File: src/rtl/led_pkg.sv
// Shared types and board-level timing defaults for the button/LED controller.
// Default cycle counts are derived from the system clock frequency.
package led_pkg;

  typedef enum logic [1:0] {
    LED_DIRECT = 2'b00,
    LED_TOGGLE = 2'b01,
    LED_BLINK  = 2'b10,
    LED_OFF    = 2'b11
  } led_mode_e;

  localparam int CLK_HZ      = 156250000;
  localparam int DEBOUNCE_MS = 10;
  localparam int BLINK_MS    = 500;

  function automatic int ms_to_cycles(input int ms);
    return (CLK_HZ / 1000) * ms;
  endfunction

  localparam int DEFAULT_DEBOUNCE_CYC   = ms_to_cycles(DEBOUNCE_MS);
  localparam int DEFAULT_BLINK_HALF_CYC = ms_to_cycles(BLINK_MS);

  // Per-channel output selection from the current mode and channel state.
  function automatic logic led_select(input led_mode_e mode, input logic stable,
                                      input logic toggle, input logic phase);
    logic led;
    led = 1'b0;
    case (mode)
      LED_DIRECT: led = stable;
      LED_TOGGLE: led = toggle;
      LED_BLINK:  led = toggle & phase;
      LED_OFF:    led = 1'b0;
      default:    led = 1'b0;
    endcase
    return led;
  endfunction

endpackage

File: src/rtl/led_debounce.sv
// One button channel: two-flop synchroniser, debounce counter and press detect.
// rise_o strobes in the cycle before the edge at which a 0->1 level is accepted.
module led_debounce
  import led_pkg::*;
#(
  parameter int DEBOUNCE_CYC = DEFAULT_DEBOUNCE_CYC
) (
  input  logic sys_clk,
  input  logic sys_rst_n,
  input  logic raw_i,
  output logic stable_o,
  output logic rise_o
);

  localparam int DB_W = $clog2(DEBOUNCE_CYC + 1);

  logic            s1;
  logic            s2;
  logic [DB_W-1:0] cnt;
  logic            accept;

  // Acceptance fires only on the last cycle of an unbroken run of differing samples.
  assign accept = (s2 != stable_o) && (cnt == DB_W'(DEBOUNCE_CYC - 1));
  assign rise_o = accept & s2;

  always_ff @(posedge sys_clk) begin
    if (!sys_rst_n) begin
      s1       <= 1'b0;
      s2       <= 1'b0;
      stable_o <= 1'b0;
      cnt      <= '0;
    end else begin
      s1 <= raw_i;
      s2 <= s1;
      if (s2 == stable_o) begin
        cnt <= '0;
      end else if (accept) begin
        stable_o <= s2;
        cnt      <= '0;
      end else begin
        cnt <= cnt + 1'b1;
      end
    end
  end

endmodule

File: src/rtl/led_ctrl.sv
// Multi-channel button-to-LED controller with direct, toggle, blink and off modes.
// Owns toggle state, the shared blink timebase and the registered output mux.
module led_ctrl
  import led_pkg::*;
#(
  parameter int NUM_CH         = 5,
  parameter int DEBOUNCE_CYC   = DEFAULT_DEBOUNCE_CYC,
  parameter int BLINK_HALF_CYC = DEFAULT_BLINK_HALF_CYC
) (
  input  logic                sys_clk,
  input  logic                sys_rst_n,
  input  logic [NUM_CH-1:0]   btn_i,
  input  logic [2*NUM_CH-1:0] mode_i,
  output logic [NUM_CH-1:0]   led_o,
  output logic [NUM_CH-1:0]   press_o
);

  localparam int BL_W = $clog2(BLINK_HALF_CYC);

  logic [NUM_CH-1:0] stable;
  logic [NUM_CH-1:0] rise;
  logic [NUM_CH-1:0] toggle;
  logic [NUM_CH-1:0] led_next;
  logic [BL_W-1:0]   prescale;
  logic              phase;

  for (genvar i = 0; i < NUM_CH; i++) begin : g_ch
    led_debounce #(
      .DEBOUNCE_CYC(DEBOUNCE_CYC)
    ) u_debounce (
      .sys_clk  (sys_clk),
      .sys_rst_n(sys_rst_n),
      .raw_i    (btn_i[i]),
      .stable_o (stable[i]),
      .rise_o   (rise[i])
    );
  end

  // Blink timebase free-runs from reset, independent of any channel mode.
  always_ff @(posedge sys_clk) begin
    if (!sys_rst_n) begin
      prescale <= '0;
      phase    <= 1'b0;
    end else if (prescale == BL_W'(BLINK_HALF_CYC - 1)) begin
      prescale <= '0;
      phase    <= ~phase;
    end else begin
      prescale <= prescale + 1'b1;
    end
  end

  always_comb begin
    led_next = '0;
    for (int i = 0; i < NUM_CH; i++) begin
      led_next[i] = led_select(led_mode_e'(mode_i[2*i +: 2]), stable[i], toggle[i], phase);
    end
  end

  // Toggle state advances on every accepted press whatever the mode, so OFF/BLINK keep it.
  always_ff @(posedge sys_clk) begin
    if (!sys_rst_n) begin
      toggle  <= '0;
      press_o <= '0;
      led_o   <= '0;
    end else begin
      toggle  <= toggle ^ rise;
      press_o <= rise;
      led_o   <= led_next;
    end
  end

endmodule
File: config.mk
export PLATFORM = sky130hd
export DESIGN_NAME = led_ctrl
export DESIGN_NICKNAME = d
export VERILOG_FILES = /design/src/rtl/led_pkg.sv /design/src/rtl/led_debounce.sv /design/src/rtl/led_ctrl.sv
export SDC_FILE = /design/constraint.sdc
export NUM_CORES = 1
export LEC_CHECK = 0
export BUFFER_PORTS_ARGS = -buffer_cell sky130_fd_sc_hd__buf_2
export CAP_MARGIN = 20
export CORE_MARGIN = 2
export CORE_UTILIZATION = 62
export DETAILED_ROUTE_END_ITERATION = 7
export MAX_ROUTING_LAYER = met4
export PLACE_DENSITY = 0.81
export SYNTH_ARGS = -nofsm -noshare
export SYNTH_HDL_FRONTEND = slang
export SYNTH_HIERARCHICAL = 1
export SYNTH_SLANG_ARGS = --single-unit
File: constraint.sdc
create_clock -name sys_clk -period 2.22 [get_ports sys_clk]
set_input_delay 0.222 -clock sys_clk [delete_from_list [all_inputs] [get_ports sys_clk]]
set_output_delay 0.222 -clock sys_clk [all_outputs]
set_load 0.005 [all_outputs]
Yosys cells after proc, flatten, opt, wreduce, memory -nomap -nowiden
Index checks and enable logic that the tools add are counted.

cells by class
  $add $sub $neg = 6
  bitwise gates (word level) = 18
  multiplexer cells = 5
  eq/ne operators = 31
  reduce and logical (&&, ||, !) cells = 21

operator list
  cell                                                                   number
  21-bit by 1-bit adder with 21-bit output, second input constant        5
  21-bit equality test, second input constant                            5
  27-bit by 1-bit adder with 27-bit output, second input constant        1
  27-bit equality test, second input constant                            1
  2-bit equality test, second input constant                             10
  1-bit case mux with 4 select lines                                     5
  3-bit OR reduction                                                     5
  1-bit AND                                                              10
  2-bit by 1-bit equality test with 1-bit output, second input constant  5
  2-bit logical NOT                                                      5
  2-bit AND reduction                                                    5
  1-bit NOT                                                              7
  1-bit equality test                                                    5
  1-bit logical AND                                                      5
  1-bit != test                                                          5
  5-bit bitwise XOR                                                      1
  2-bit OR reduction                                                     1

storage, ports and cells
  word-level logic and storage cells = 106
  output and inout bits = 10
  bits in registers = 163

Depth between registers and ports, before layout
Gate-level depths: netlist (run 1).

  depth in word-level cells = 4
  gate-level depth with buffers = 6

Modules after synthesis
The synthesis (run 1) kept the hierarchy.

modules (own cells, without submodules)
  module        cells an instance  area each (µm²)  instances  seq. area each (µm²)
  led_debounce  129                1186.1           5          480.5
  led_ctrl      207                1889.3           1          860.8

Least setup slack after synthesis (run 1)
Ideal clock, no wire load.

  path type = register to register
  from = register prescale[0]
  to = register prescale[3]
  setup slack = 451 ps
  arrival time = 1651 ps
  cell stages (with the launch flop) = 7
  setup time = 118 ps
  cell sequence = dfxtp_1 ha_1 nand4_1 or4_1 o21ai_2 buf_2 nor2_1

between the ends
  word-level cells in the longest chain between the ends = 2
  elaborated cells between the ends (all ways) = 3
  classes of those cells = add/sub (1); eq/ne (1); reduce/logical (1)

RTL lines
  what                                                                                              line            text
  from (decl)                                                                                       led_ctrl.sv:24  logic [BL_W-1:0] prescale;
  from (signal assigned)                                                                            led_ctrl.sv:48  prescale <= prescale + 1'b1;
  parallel branches: the longest is 2 deep, another holds 27-bit by 1-bit adder with 27-bit output  n/a

Several ways; the timed one is not identified.
A chain may end at the register's enable or synchronous reset.

Worst setup path after layout (run 1)
  from = register prescale[9]
  to = register prescale[22]

Same word-level chain as after synthesis.

==> qor.yml, run 1 <==
run_status:
  run_status: "finished clean"
worst_setup_path:
  cp.arrival_ps: 2270
  criticalPathCategory: "register to register"
  critical_path.endpoint_type: "register"
  rr_startpoint: "prescale[9]$_SDFF_PP0_"
  critical_path.slowest_cell: "sky130_fd_sc_hd__or3_1"
  worst_path_dominant_cell_family: "simple AND/OR/NAND/NOR gates"
  cp_launch_point: "prescale[9]$_SDFF_PP0_"
  r2r_slack_ps: 310
  crit_path_max_fanout: 12
  critical_path.max_stage_delay_ps: 540
  critical_path_required_ps: 2580
  setup.worst_path.start_class: "register"
  sequence_of_cells_on_the_critical_path: "nand4_2, or3_1, or4_1, a21oi_1"
  buf_inv_stages_crit_path: 0
logic_synthesis:
  ys_ff_latch: 163
  syn-mean-instance-area_sq_um: 9.18
  syn-cell-area_sq_um: 7820
  synth-edff-count: 0
  post_synth_fa_ha_maj_area_fraction: 0.00960
  synth-compound-area-share: 0.0477
  synth-simple-area-share: 0.351
  dominantRegCellSynth: "sky130_fd_sc_hd__dfxtp_1"
  netlist-cell-type-count: 40
  async_set_or_reset_register_ratio_after_synthesis: 0
  synthesis.yosys.warnings: 6
  combinational_family_with_the_most_area_after_synthesis: "simple AND/OR/NAND/NOR gates"
  synth.net_count: 875
  syn-instance-count: 852
  yosys.area_share.xor_xnor: 0.109
  synth_seq_area_share: 0.417
  muxShareOfSynthArea: 0.0320
layout:
  synthToLayoutAreaGrowth_pct: 11.2
  layout.filler_cells: 971
  final_layout_size_suffix_gt1_frac: 0.134
  final-instance-count-excl-fill: 1065
  multiInputGateArea_sq_um: 4300
  sequential_cell_area_sq_um: 3260
  net_total_in_the_final_layout: 903
  post_route_core_utilization: 0.698
  antenna_cells: 0
die:
  core_area_sq_um: 12500
  dieArea_sq_um: 13500
  initial_core_utilization: 0.627
  pin_count: 27
  chipHeight_microns: 116
  die_w_microns: 116
  core.rowCount: 41
clocking:
  cts_root_buf: "sky130_fd_sc_hd__clkbuf_16"
  cts_made_buffers: 17
  resize_count_post_cts: 0
  number_of_h_tree_branching_levels: 4
  cts.reportedPaths.clkPinSlew_ps: 60
  clk_latency_worst_skew_pair_ps: 430
  cts_num_sinks: 163
  clock_tree_from_tritoncts: "built"
  cts-root-to-sink-buffers: 2
sta:
  rsz0062_at_grt: "no"
  timing.fmax_mhz: 524
  relSlewSlack: 0.629
  timing.clock.skew_ps: 9.07
  min_period_over_period: 0.859
  final-setup-viol-count: 0
  report.final.slew_viol_count: 0
  finalHoldViolCount: 0
  worstMarginPinSlew_ps: 554
  setup-tns-final_ps: 0
  period_needed_ps: 1910
routing:
  drt-wirelength-per-cell_microns: 14.2
  antenna_violating_nets_post_route: 0
  post-route-drc-count: 0
  drt_first_pass_iters: 4
  dr.first_iter.drc_count: 478
  postRouteWirelength_mm: 15.1
  avgViaCountPerCell: 5.76
  vias_post_dr: 6130
pwr:
  pwr_density_cell_nw_per_um2: 678
  p_clk_frac: 0.483
  power.share.switching: 0.204
  power.ir.vdd_worst_v: 0.000580
  seqPwrFrac: 0.501
  internal_power_uw: 4690
  total_leakage_power_uw: 0.00273
  net-switching-power_uw: 1200
  comb_power_share: 0.016
placement:
  dp_hpwl_mm: 9.85
  placed_cells: 1029
  io_buffers: 26
  finalWeightedCongestion: 0.867
hold_path:
  hp-start: "btn_i[3]"
  hp-class: "primary input to register"
run:
  drv.max_cap_violation_count: 0
grt:
  via_count_of_the_first_global_routing_pass: 5595
  grt_max_degree: 31
  first_pass_grt_wire_length_mm: 25.3
  grt.total_usage: 0.239
  antenna_violations_before_repair: 0
  globalRouteOverflowTotal: 0
[metrics by stage]
stage          hold WS, ps  total power, uW  setup WS [ps]  instance area [sq um]
5_1_grt               44.7             6060            158                   8700
4_1_cts               31.8             5950            293                   8700
3_5_place_dp           424             3110            358                   8070
2_1_floorplan          344             3060            451                   7820
6_report              42.9             5890            312                   8700
3_3_place_gp           416             3100            408                   8070
[cell families (layout without fill, tap and decap cells)]
logic type / after synthesis / after routing
simple gates: 445 / 445
flops: 163 / 163
xor+xnor: 97 / 97
compound gates: 64 / 64
buf+inv: 52 / 93
mux: 25 / 25
fa+ha+maj: 6 / 6
[placed cells by master (no fill, tap or decap), types with 2 or more instances in the layout]
| master | n |
|---|---|
| sky130_fd_sc_hd__mux2i_1 | 25 |
| sky130_fd_sc_hd__clkbuf_8 | 6 |
| sky130_fd_sc_hd__nand4_1 | 33 |
| sky130_fd_sc_hd__xor2_1 | 25 |
| sky130_fd_sc_hd__xnor2_1 | 72 |
| sky130_fd_sc_hd__dlygate4sd3_1 | 4 |
| sky130_fd_sc_hd__clkinv_2 | 6 |
| sky130_fd_sc_hd__nor2_1 | 118 |
| sky130_fd_sc_hd__and2_1 | 36 |
| sky130_fd_sc_hd__o21ai_0 | 12 |
| sky130_fd_sc_hd__a31oi_1 | 5 |
| sky130_fd_sc_hd__or4_1 | 9 |
| sky130_fd_sc_hd__nor4_4 | 10 |
| sky130_fd_sc_hd__nor3_1 | 22 |
| sky130_fd_sc_hd__buf_4 | 10 |
| sky130_fd_sc_hd__nand3_1 | 66 |
| sky130_fd_sc_hd__clkbuf_16 | 17 |
| sky130_fd_sc_hd__nand3_2 | 5 |
| sky130_fd_sc_hd__or3_1 | 8 |
| sky130_fd_sc_hd__nor3b_1 | 5 |
| sky130_fd_sc_hd__dfxtp_1 | 163 |
| sky130_fd_sc_hd__and3_1 | 8 |
| sky130_fd_sc_hd__inv_1 | 20 |
| sky130_fd_sc_hd__a21oi_1 | 32 |
| sky130_fd_sc_hd__nor4b_2 | 20 |
| sky130_fd_sc_hd__o21ai_2 | 6 |
| sky130_fd_sc_hd__or4_4 | 2 |
| sky130_fd_sc_hd__nor4bb_1 | 7 |
| sky130_fd_sc_hd__buf_2 | 26 |
| sky130_fd_sc_hd__nor2b_1 | 5 |
| sky130_fd_sc_hd__o31ai_1 | 7 |
| sky130_fd_sc_hd__ha_1 | 6 |
| sky130_fd_sc_hd__nand4_2 | 6 |
| sky130_fd_sc_hd__and4_1 | 7 |
| sky130_fd_sc_hd__nand3b_1 | 5 |
| sky130_fd_sc_hd__nor4_1 | 33 |
| sky130_fd_sc_hd__nand2_1 | 37 |
[state kept, by name (all words and copies together) (netlist names)]
name	count
g_ch.u_debounce/cnt	105
g_ch.u_debounce/s2	5
toggle	5
prescale	27
phase	1
g_ch.u_debounce/stable_o	5
g_ch.u_debounce/s1	5
press_o	5
led_o	5
[final timing paths]
| path | cells after the start | endpoint |
|---|---|---|
| setup / recovery | 4 | prescale[22]$_SDFF_PP0_ |
| hold / removal | 2 | g_ch[3].u_debounce/s1$_SDFF_PN0_ |
| setup reg to reg | 4 | prescale[22]$_SDFF_PP0_ |
| hold reg to reg | 1 | g_ch[2].u_debounce/s2$_SDFF_PN0_ |
[synthesized netlist by cell type (6+ instances only)]
library cell | instances | share of area
sky130_fd_sc_hd__dfxtp_1 | 163 | 0.42
sky130_fd_sc_hd__nor2_1 | 118 | 0.057
sky130_fd_sc_hd__xnor2_1 | 72 | 0.081
sky130_fd_sc_hd__nand3_1 | 66 | 0.042
sky130_fd_sc_hd__nand2_1 | 37 | 0.018
sky130_fd_sc_hd__and2_1 | 36 | 0.029
sky130_fd_sc_hd__nand4_1 | 33 | 0.026
sky130_fd_sc_hd__nor4_1 | 33 | 0.026
sky130_fd_sc_hd__a21oi_1 | 32 | 0.020
sky130_fd_sc_hd__mux2i_1 | 25 | 0.032
sky130_fd_sc_hd__xor2_1 | 25 | 0.028
sky130_fd_sc_hd__nor3_1 | 22 | 0.014
sky130_fd_sc_hd__inv_1 | 20 | 0.0096
sky130_fd_sc_hd__nor4b_2 | 20 | 0.038
sky130_fd_sc_hd__clkbuf_1 | 14 | 0.0067
sky130_fd_sc_hd__o21ai_0 | 12 | 0.0077
sky130_fd_sc_hd__nor4_4 | 10 | 0.027
sky130_fd_sc_hd__or4_1 | 9 | 0.0086
sky130_fd_sc_hd__and3_1 | 8 | 0.0064
sky130_fd_sc_hd__buf_2 | 8 | 0.0051
sky130_fd_sc_hd__or3_1 | 8 | 0.0064
sky130_fd_sc_hd__and4_1 | 7 | 0.0078
sky130_fd_sc_hd__nor4bb_1 | 7 | 0.0090
sky130_fd_sc_hd__o31ai_1 | 7 | 0.0067
sky130_fd_sc_hd__ha_1 | 6 | 0.0096
sky130_fd_sc_hd__nand4_2 | 6 | 0.0096
sky130_fd_sc_hd__o21ai_2 | 6 | 0.0067
[metal layers]
metal,global-route usage,vias up,share of wire
li1,-,3097,-
met1,0.293,2912,0.47
met2,0.384,102,0.48
met3,0.0643,19,0.039
met4,0.0786,0,0.013
met5,-,-,0
[timing repair]
| item | in CTS | in global routing |
|---|---|---|
| setup buffers | 0 | 0 |
| hold endpoints to repair | 4 | 0 |
| hold buffers | 4 | 0 |
[power by group through the flow]
stage                     registers [uW]  clock network [uW]  logic, uW
after floorplan                     3010                   0       47.7
after global placement              3020                   0       88.3
after detailed placement            3020                   0       89.7
after CTS                           2950                2900       96.0
after global routing                2950                3000        106
final                               2950                2850       94.9
[final cells by class]
cell class              instances  area share
flip-flops and latches        163       0.375
well taps                     172      0.0247
clock buffers                  23      0.0584
clock inverters                 9     0.00877
inverters                      20     0.00863
multi-input cells             637       0.494
repair buffers                 41      0.0305
Power figures use the tool's default switching activity.
==> run 2: changes to the inputs <==
Settings changed: CORE_UTILIZATION 62 to 65, PLACE_DENSITY 0.81 to 0.84.
Clock period 2.22 ns to 2.35 ns, I/O delays scaled along.
==> run 2 against run 1 <==
Die area is 4.5% lower. Sequential power down 5%. Design area is 1.1% lower. Sequential share of layout area rose by 0.41 points. Critical path type unchanged.
==> qor.yml, run 2 (same netlist as run 1, synthesis figures left out) <==
layout:
  final_cell_mix: "sky130_fd_sc_hd__dfxtp_1 (163), sky130_fd_sc_hd__nor2_1 (118), sky130_fd_sc_hd__xnor2_1 (72), sky130_fd_sc_hd__nand3_1 (66), sky130_fd_sc_hd__nand2_1 (37)"
  final-instance-count-excl-fill: 1030
  synthToLayoutAreaGrowth_pct: 10.0
  final_layout_size_suffix_gt1_frac: 0.128
  antenna_cells: 0
  layout.filler_cells: 830
  net_total_in_the_final_layout: 895
  largest-register: "g_ch.u_debounce/cnt"
  biggestRegsByFlops: "g_ch.u_debounce/cnt: 105 flops, prescale: 27 flops"
  most_common_cell_after_layout_fill_and_taps_aside: "sky130_fd_sc_hd__dfxtp_1"
  flip_flop_count_of_the_largest_register_after_layout: 105
sta:
  final-setup-viol-count: 0
  report.final.slew_viol_count: 0
  rsz0062_at_grt: "no"
  worstMarginPinSlew_ps: 589
  finalHoldViolCount: 0
  timing.fmax_mhz: 487
  timing.clock.skew_ps: 5.64
  setup-tns-final_ps: 0
  relSlewSlack: 0.606
  period_needed_ps: 2050
  min_period_over_period: 0.874
die:
  initial_core_utilization: 0.659
  pin_count: 27
  dieArea_sq_um: 12900
  die_w_microns: 114
  chipHeight_microns: 114
  core.rowCount: 40
  core_area_sq_um: 11900
placement:
  dp_hpwl_mm: 10.9
  placed_cells: 1000
  finalWeightedCongestion: 0.892
  io_buffers: 26
clocking:
  cts_root_buf: "sky130_fd_sc_hd__clkbuf_16"
  cts_num_sinks: 163
  cts_made_buffers: 17
  post-cts-setup-buffer-count: 0
  clock_tree_from_tritoncts: "built"
  resize_count_post_cts: 0
  cts-root-to-sink-buffers: 2
  clk_latency_worst_skew_pair_ps: 420
  number_of_h_tree_branching_levels: 4
  cts.reportedPaths.clkPinSlew_ps: 60
  cts_hold_buf: 0
worst_setup_path:
  crit_path_max_fanout: 18
  rr_endpoint: "prescale[23]$_SDFF_PP0_"
  critical_path.endpoint_type: "register"
  critical_path_required_ps: 2650
  criticalPathCategory: "register to register"
  cp.arrival_ps: 2350
  setup.worst_path.start_class: "register"
  rr_startpoint: "prescale[0]$_SDFF_PP0_"
  r2r_slack_ps: 300
  worstRegToRegCells: 6
routing:
  vias_post_dr: 6176
  drt-wirelength-per-cell_microns: 15.3
  antenna_violating_nets_post_route: 0
  dr.first_iter.drc_count: 485
  drt_first_pass_iters: 5
  avgViaCountPerCell: 6.00
  post-route-drc-count: 0
  postRouteWirelength_mm: 15.8
hold_path:
  min_to: "g_ch[2].u_debounce/s1$_SDFF_PN0_"
  hp-class: "primary input to register"
  timing.hold.worst_path_depth: 2
  hp-start: "btn_i[2]"
grt:
  grt.total_usage: 0.261
  grt_max_degree: 34
  globalRouteOverflowTotal: 0
  via_count_of_the_first_global_routing_pass: 5942
  antenna_violations_before_repair: 0
  first_pass_grt_wire_length_mm: 26.9
pwr:
  power.ir.vdd_worst_v: 0.000548
  power.share.switching: 0.199
  internal_power_uw: 4520
  seqPwrFrac: 0.494
  comb_power_share: 0.015
  total_leakage_power_uw: 0.00268
  pwr_density_cell_nw_per_um2: 656
  net-switching-power_uw: 1120
  p_clk_frac: 0.490
run:
  drv.max_cap_violation_count: 0
run_status:
  run_status: "finished clean"
## run 2: changes by cell type in the layout (fill, tap and decap cells not counted)
cell,previous run,this run
sky130_fd_sc_hd__buf_4,10,6
sky130_fd_sc_hd__clkinv_2,6,4
sky130_fd_sc_hd__clkbuf_1,0,1
sky130_fd_sc_hd__clkbuf_8,6,2
sky130_fd_sc_hd__bufinv_16,1,3
sky130_fd_sc_hd__dlygate4sd3_1,4,0
sky130_fd_sc_hd__clkinvlp_4,1,2
## run 2: how the worst max path moves through the flow
stage | startpoint | endpoint | slack (ps)
CTS | prescale[0]$_SDFF_PP0_ | prescale[23]$_SDFF_PP0_ | 300
floorplan | prescale[0]$_SDFF_PP0_ | prescale[3]$_SDFF_PP0_ | 580
finish | prescale[0]$_SDFF_PP0_ | prescale[23]$_SDFF_PP0_ | 300
detailed placement | prescale[0]$_SDFF_PP0_ | prescale[19]$_SDFF_PP0_ | 350
global placement | prescale[0]$_SDFF_PP0_ | prescale[18]$_SDFF_PP0_ | 440
global route | prescale[0]$_SDFF_PP0_ | prescale[24]$_SDFF_PP0_ | 180
## run 2: critical path, stage by stage, from the launching register on
cell,delay (ps)
sky130_fd_sc_hd__dfxtp_1,370
sky130_fd_sc_hd__ha_1,250
sky130_fd_sc_hd__nand4_1,150
sky130_fd_sc_hd__or4_1,470
sky130_fd_sc_hd__o21ai_2,400
sky130_fd_sc_hd__buf_12,210
sky130_fd_sc_hd__a21oi_1,60
## run 2: power by group through the flow
stage / combinational, uW / sequential [uW] / clock [uW]
2_1_floorplan: 45.1 / 2850 / 0
3_3_place_gp: 81.1 / 2850 / 0
3_5_place_dp: 85.5 / 2850 / 0
4_1_cts: 86.4 / 2790 / 2800
5_1_grt: 95.3 / 2790 / 2930
6_report: 85.6 / 2790 / 2770
## run 2: cell type report
class | count | area, sq um | share of cell area
Tap cell | 147 | 184 | 0.0214
Clock inverter | 10 | 134 | 0.0156
Sequential cell | 163 | 3260 | 0.379
Inverter | 20 | 75.1 | 0.00873
Timing Repair Buffer | 33 | 195 | 0.0227
Clock buffer | 20 | 457 | 0.0531
Multi-Input combinational cell | 637 | 4300 | 0.499
## run 2: stage by stage
stage                     setup WS (ps)  hold WS [ps]  instance area, sq um  total power (uW)   util
after CTS                           300          5.40                  8600              5680  0.725
after global routing                182          3.20                  8600              5820  0.725
final                               296          15.8                  8600              5640  0.725
after floorplan                     581           357                  7820              2890      -
after global placement              445           424                  8010              2930  0.676
after detailed placement            346           423                  8010              2940  0.676
## run 2: routing by layer
metal / wire length [microns] / vias up / track usage
li1: - / 3071 / -
met1: 6980 / 2949 / 0.315
met2: 7870 / 128 / 0.434
met3: 652 / 28 / 0.0553
met4: 275 / 0 / 0.0951
met5: 0 / - / -
